--- src/rtl/des_pkg.sv ---
// Shared DES block constants, packer state encoding and bit-order helper.
// Imported by the block packer and its interface.
package des_pkg;

  localparam int DES_BLK_W     = 64;
  localparam int DES_BLK_BYTES = 8;

  typedef enum logic [1:0] {
    FILL = 2'd0,
    PAD  = 2'd1,
    HOLD = 2'd2
  } packer_state_t;

  // Reverses bit order so byte bit 7 lands on the lowest DES bit index of its lane.
  function automatic logic [7:0] bitrev8(input logic [7:0] b);
    logic [7:0] r;
    r = '0;
    for (int i = 0; i < 8; i++) begin
      r[i] = b[7-i];
    end
    return r;
  endfunction

endpackage

--- src/rtl/des_block_packer_if.sv ---
// Byte-in / block-out handshake bundle of the DES block packer.
// The packer takes the slave side; the byte source and block consumer take master.
interface des_block_packer_if;
  import des_pkg::*;

  logic [7:0]           in_data;
  logic                 in_valid;
  logic                 in_last;
  logic                 in_ready;
  logic [DES_BLK_W-1:0] out_block;
  logic [3:0]           out_nbytes;
  logic                 out_last;
  logic                 out_valid;
  logic                 out_ready;

  modport slave (
    input  in_data, in_valid, in_last, out_ready,
    output in_ready, out_block, out_nbytes, out_last, out_valid
  );

  modport master (
    output in_data, in_valid, in_last, out_ready,
    input  in_ready, out_block, out_nbytes, out_last, out_valid
  );

endinterface

--- src/rtl/des_block_packer.sv ---
// Packs a byte stream into 64-bit DES blocks (DES bit numbering) with optional
// PKCS#5 padding; one output holding register, valid/ready on both sides.
module des_block_packer
  import des_pkg::*;
#(
  parameter bit PAD_EN     = 1'b1,
  parameter bit DES_BITORD = 1'b1
) (
  input  logic              clk,
  input  logic              rst,
  des_block_packer_if.slave bus
);

  localparam logic [1:0] ST_FILL = FILL;
  localparam logic [1:0] ST_PAD  = PAD;
  localparam logic [1:0] ST_HOLD = HOLD;

  logic [1:0]           state_reg;
  logic [2:0]           cnt_reg;
  logic [DES_BLK_W-1:0] block_reg;
  logic [DES_BLK_W-1:0] block_next;
  logic [3:0]           nbytes_reg;
  logic                 last_reg;
  logic                 pad_pending_reg;

  logic                 in_xfer;
  logic                 out_xfer;
  logic [7:0]           pad_byte;
  logic [7:0]           data_lane;
  logic [7:0]           pad_lane;
  logic [7:0]           full_pad_lane;

  function automatic logic [7:0] lane_ord(input logic [7:0] b);
    return DES_BITORD ? bitrev8(b) : b;
  endfunction

  assign bus.in_ready = (state_reg == ST_FILL) & ~rst;
  assign in_xfer      = bus.in_valid & bus.in_ready;
  assign out_xfer     = (state_reg == ST_HOLD) & bus.out_ready;

  // PKCS#5 pad value is the number of pad bytes; cnt is 1..7 while in PAD.
  assign pad_byte      = PAD_EN ? {4'd0, 4'd8 - {1'b0, cnt_reg}} : 8'h00;
  assign data_lane     = lane_ord(bus.in_data);
  assign pad_lane      = lane_ord(pad_byte);
  assign full_pad_lane = lane_ord(8'h08);

  generate
    for (genvar gi = 0; gi < DES_BLK_BYTES; gi++) begin : g_lane
      assign block_next[8*gi +: 8] =
          (in_xfer && cnt_reg == 3'(gi))                 ? data_lane     :
          (state_reg == ST_PAD && 3'(gi) >= cnt_reg)     ? pad_lane      :
          (out_xfer && pad_pending_reg)                  ? full_pad_lane :
                                                           block_reg[8*gi +: 8];
    end
  endgenerate

  always_ff @(posedge clk) begin
    if (rst) begin
      state_reg       <= ST_FILL;
      cnt_reg         <= 3'd0;
      block_reg       <= '0;
      nbytes_reg      <= 4'd0;
      last_reg        <= 1'b0;
      pad_pending_reg <= 1'b0;
    end else begin
      block_reg <= block_next;
      case (state_reg)
        ST_FILL: begin
          if (in_xfer) begin
            cnt_reg <= cnt_reg + 3'd1;
            if (cnt_reg == 3'd7) begin
              // Full block: with padding, a last-byte block is followed by a full pad block.
              state_reg       <= ST_HOLD;
              nbytes_reg      <= 4'd8;
              last_reg        <= PAD_EN ? 1'b0 : bus.in_last;
              pad_pending_reg <= PAD_EN ? bus.in_last : 1'b0;
            end else if (bus.in_last) begin
              state_reg <= ST_PAD;
            end
          end
        end
        ST_PAD: begin
          nbytes_reg <= {1'b0, cnt_reg};
          last_reg   <= 1'b1;
          state_reg  <= ST_HOLD;
        end
        ST_HOLD: begin
          if (bus.out_ready) begin
            cnt_reg <= 3'd0;
            if (pad_pending_reg) begin
              nbytes_reg      <= 4'd0;
              last_reg        <= 1'b1;
              pad_pending_reg <= 1'b0;
            end else begin
              state_reg <= ST_FILL;
            end
          end
        end
        default: state_reg <= ST_FILL;
      endcase
    end
  end

  assign bus.out_block  = block_reg;
  assign bus.out_nbytes = nbytes_reg;
  assign bus.out_last   = last_reg;
  assign bus.out_valid  = (state_reg == ST_HOLD);

endmodule

--- src/flat_wrapper.sv ---
// flat-port wrapper written by rule: the top's interface ports become plain ports
module des_block_packer_flat import des_pkg::*;
#(
  parameter bit PAD_EN     = 1'b1,
  parameter bit DES_BITORD = 1'b1
)
  (clk, rst, bus_in_data, bus_in_valid, bus_in_last, bus_out_ready, bus_in_ready, bus_out_block, bus_out_nbytes, bus_out_last, bus_out_valid);
  des_block_packer_if bus_i ();
  input  logic clk;
  input  logic rst;
  input wire logic [$bits(bus_i.in_data)-1:0] bus_in_data;
  input wire logic [$bits(bus_i.in_valid)-1:0] bus_in_valid;
  input wire logic [$bits(bus_i.in_last)-1:0] bus_in_last;
  input wire logic [$bits(bus_i.out_ready)-1:0] bus_out_ready;
  output wire logic [$bits(bus_i.in_ready)-1:0] bus_in_ready;
  output wire logic [$bits(bus_i.out_block)-1:0] bus_out_block;
  output wire logic [$bits(bus_i.out_nbytes)-1:0] bus_out_nbytes;
  output wire logic [$bits(bus_i.out_last)-1:0] bus_out_last;
  output wire logic [$bits(bus_i.out_valid)-1:0] bus_out_valid;
  assign bus_i.in_data = bus_in_data;
  assign bus_i.in_valid = bus_in_valid;
  assign bus_i.in_last = bus_in_last;
  assign bus_i.out_ready = bus_out_ready;
  assign bus_in_ready = bus_i.in_ready;
  assign bus_out_block = bus_i.out_block;
  assign bus_out_nbytes = bus_i.out_nbytes;
  assign bus_out_last = bus_i.out_last;
  assign bus_out_valid = bus_i.out_valid;
  des_block_packer #(.PAD_EN(PAD_EN), .DES_BITORD(DES_BITORD)) u_core (.clk(clk), .rst(rst), .bus(bus_i));
endmodule
--- config.mk ---
export PLATFORM = sky130hd
export DESIGN_NAME = des_block_packer_flat
export DESIGN_NICKNAME = d
export VERILOG_FILES = /design/src/rtl/des_pkg.sv /design/src/rtl/des_block_packer_if.sv /design/src/rtl/des_block_packer.sv /design/src/flat_wrapper.sv
export SDC_FILE = /design/constraint.sdc
export NUM_CORES = 1
export LEC_CHECK = 0
export ABC_AREA = 0
export CORE_ASPECT_RATIO = 1.5
export CORE_UTILIZATION = 45
export CTS_BUF_LIST = sky130_fd_sc_hd__clkbuf_8 sky130_fd_sc_hd__clkbuf_16
export CTS_CLUSTER_DIAMETER = 100
export DETAILED_ROUTE_END_ITERATION = 10
export PLACE_DENSITY = 0.76
export SYNTH_ARGS = -nofsm -noshare
export SYNTH_HDL_FRONTEND = slang
export SYNTH_SLANG_ARGS = --single-unit
--- constraint.sdc ---
create_clock -name clk -period 2.2 [get_ports clk]
set_clock_uncertainty 0.05 [all_clocks]
set_input_delay 0.44 -clock clk [delete_from_list [all_inputs] [get_ports clk]]
set_output_delay 0.44 -clock clk [all_outputs]
set_load 0.01 [all_outputs]
==> impl_summary.md <==
Floorplanning
The die is 112 um tall. From left edge to right edge, the die measures 75 um. The I/O pin count is 84. The number of placement rows is 39. The floorplan step defined a die boundary enclosing 8360 sq um. The starting density of the core is 0.470. The area inside the core boundary is 7660 sq um.

Clock tree
The cell chosen for the clock root is clkbuf_16. Buffers inserted to repair hold after CTS numbered 0. For the worst-skew pair, the clock arrives at the later sink with an insertion delay of 340 ps. The CTS H-tree depth is 3.

Buffers inserted during clock tree synthesis total 9. The buffer depth of the longest clock path is 2. After clock tree synthesis, the clock-pin slew on the worst setup and hold paths is 50 ps. The CTS tree is yes. CTS saw 75 sinks.

Timing
The final-report hold violation count is 0. Counting I/O delays and the setup requirement, the final critical path takes 2130 ps. For this run, the top clock speed supported by timing is 470 MHz. The actual transition at the worst max-transition pin is 439 ps. The post-route fraction of the period consumed by the critical path is 0.967. Setup violations remaining at the end of the flow were counted as 0. In this run the tightest slew margin relative to its limit is 0.706. The count of final max-slew check failures is 0. The worst setup margin is 73.3 ps.

Routing
The count of TritonRoute iterations in the first routing pass is 5. The count of antenna-violating nets left after detailed routing is 0. The final routed wirelength across all metal layers is 11000 um. The DRC violation count after routing is 0. After detailed routing, the number of vias per cell comes to 5.89.

The count of vias placed by the detailed router is 3541. The mean routed wirelength per cell is 18.3 um. The first routing iteration left 229 violations.

Place
Timing analysis after detailed placement gives a worst setup slack of -80.5 ps. Routability-driven placement finished with a final weighted congestion of 0.946. The area after detailed placement is 4680 sq um. The count of buffers added on input and output ports is 83. After legalization and detailed placement, the total HPWL measured 8060 um.

Synth
The cell area that synthesis handed to floorplanning was 3600 sq um. In the synthesized netlist, the number of instances is 391. The mean post-synth cell area is 9.20 sq um. The library cell with the largest summed area after synthesis is dfxtp_1. The portion of the post-synthesis area used by sequential elements is 0.417. Counting flops with a built-in enable in the synthesized netlist gives 0. The synthesized netlist contains 57 unique library cells. The Yosys step of the flow raised 0 warnings. The most frequently used flop master after synthesis is dfxtp_1. The fraction of post-synthesis cell area in the top cell type by area is 0.417. Of all flip-flops after synthesis, the portion carrying an async set or reset was 0. Synthesis produced a netlist with a net count of 414.

Counting flops and latches in the post-synthesis netlist gives 75. By area the synthesized netlist is led by dfxtp_1 (42%), nor2_1 (5.3%), a22oi_1 (3.5%).

Run status
The flow ran to the end, and the final reports show no timing, DRC or antenna violations.

Cells and area
Leaving out fill and tap cells, the most frequent cell in the layout is clkdlybuf4s50_1. The final layout contains 519 nets. From synthesis to final layout, the design area changed by 38.5%. Of the cells placed in the final design, the portion with a size suffix greater than 1 is 0.154. The total non-filler cell area in the finished layout is 4980 sq um. The total inserted antenna cells is 0. The register with the most flip-flops in the layout has 64 of them.

The top cell types in the final layout, fill and taps aside, are clkdlybuf4s50_1 (81), dfxtp_1 (75), nor2_1 (51), buf_4 (40), a21oi_1 (23).

Setup path
The launching element type of the critical path is a flop. The required time of the worst setup path is 2370 ps. The endpoint class of the critical path is a flop.

The worst path arrival time is 2290 ps. In this run the worst path has a maximum fanout of 9. By startpoint and endpoint, the worst setup path is classified as reg2reg.

Pwr
For this design the ratio of total power to cell area is 1050 nW/um^2. Across the VDD grid, the largest voltage drop is 0.656 mV. The static leakage is 1.89 nW.

Global route
The sum of overflow across all layers after global routing is 0. In the global route stage, met3 resource usage came out at 0.0597. The initial antenna violation count came to 0. Entering global routing, the biggest net connects 23 pins. The global routing stage identified its most utilized layer as met2.

The global-route wire length before repair is 17500 um. The fraction of met1 tracks used by global routing is 0.326. The fraction of met2 tracks used by global routing is 0.455. The aggregate global-route resource usage is 0.277. The number of global-route vias before repair is 3516.

Job
The number of max-cap violations is 0.

Worst hold path
In this run the worst hold path is classified as reg2reg.
[power by group]
group / switching, W / internal (W) / leakage [nW]
clock: 0.000527 / 0.000736 / 0.130
sequential: 0.000140 / 0.00156 / 0.608
combinational: 0.00122 / 0.00107 / 1.15
total: 0.00189 / 0.00337 / 1.89
[area by class of cell]
| cell class | instances | area (sq um) |
|---|---|---|
| Timing Repair Buffer | 124 | 1140 |
| Sequential cell | 75 | 1500 |
| Clock inverter | 5 | 25.0 |
| Tap cell | 102 | 128 |
| Inverter | 6 | 22.5 |
| Clock buffer | 9 | 225 |
| Multi-Input combinational cell | 280 | 1940 |
| Fill cell | 684 | 2680 |
[repair_timing]
item                       CTS  global route
setup endpoints to repair    2            12
buffers inserted             0             2
pin swaps                    0             1
resized for setup            4             4
[through the flow]
step / hold slack [ps] / utilization / cells / power [W] / TNS (ps)
2_1_floorplan: 426 / - / 391 / 0.00297 / 0
3_3_place_gp: 405 / 0.611 / 585 / 0.00382 / -8.45
3_5_place_dp: 404 / 0.611 / 585 / 0.00387 / -356
4_1_cts: 418 / 0.646 / 599 / 0.00517 / 0
5_1_grt: 436 / 0.650 / 601 / 0.00552 / -10.4
6_report: 417 / 0.650 / 601 / 0.00525 / 0
[synth_stat cells (2+ instances only)]
| master | number |
|---|---|
| a32oi_1 | 5 |
| nand3b_1 | 4 |
| o21ai_0 | 16 |
| a21o_1 | 2 |
| and3_1 | 2 |
| mux2i_1 | 5 |
| buf_4 | 3 |
| and2b_1 | 2 |
| inv_1 | 6 |
| a221oi_1 | 7 |
| buf_1 | 4 |
| nor3_2 | 5 |
| clkbuf_1 | 10 |
| nor2b_1 | 8 |
| buf_2 | 8 |
| o2bb2ai_1 | 4 |
| a22o_1 | 12 |
| and2_1 | 9 |
| a31oi_1 | 4 |
| and4b_1 | 2 |
| nand4_1 | 2 |
| ha_1 | 10 |
| nor4_4 | 2 |
| o31a_1 | 3 |
| buf_6 | 5 |
| a21oi_1 | 23 |
| mux2_2 | 3 |
| nand2_1 | 19 |
| dfxtp_1 | 75 |
| a21boi_0 | 2 |
| a311oi_1 | 5 |
| o31ai_1 | 2 |
| nor2_1 | 51 |
| nand2b_1 | 2 |
| nor3b_1 | 5 |
| nand3_1 | 11 |
| a211oi_1 | 6 |
| a22oi_1 | 17 |
| a211o_1 | 3 |
| nor3_1 | 8 |
| or3_1 | 3 |
[per-layer routing]
metal	up-vias	share of wire
met1	1703	0.39
met2	147	0.51
met4	0	0.040
li1	1657	-
met3	34	0.055
met5	-	0
[critical path: stages (launching register included)]
cell and delay (ps):
dfxtp_1 430, inv_1 130, ha_2 260, and2b_1 210, buf_4 160, a311oi_4 390
buf_4 170, nor2b_1 160, nor3_1 60
[cell families after synthesis]
group / count (synthesis) / synth area share
multiplexers: 8 / 0.0233
flip-flops: 75 / 0.417
buffers and inverters: 36 / 0.0539
AND/OR/NAND/NOR: 144 / 0.225
AO/OA/AOI/OAI: 118 / 0.245
adder cells (fa/ha/maj): 10 / 0.0348
[worst paths after layout]
path / start / endpoint / slack [ps] / cells past startpoint
worst min-delay path: u_core.bus.out_block[23] / u_core.bus.out_block[23] / 420 / 1
worst max-delay path: u_core.state_reg[1] / u_core.bus.out_block[30] / 70 / 8
worst min register to register: u_core.bus.out_block[23] / u_core.bus.out_block[23] / 420 / 1
worst max register to register: u_core.state_reg[1] / u_core.bus.out_block[30] / 70 / 8
Power figures use the tool's default switching activity.
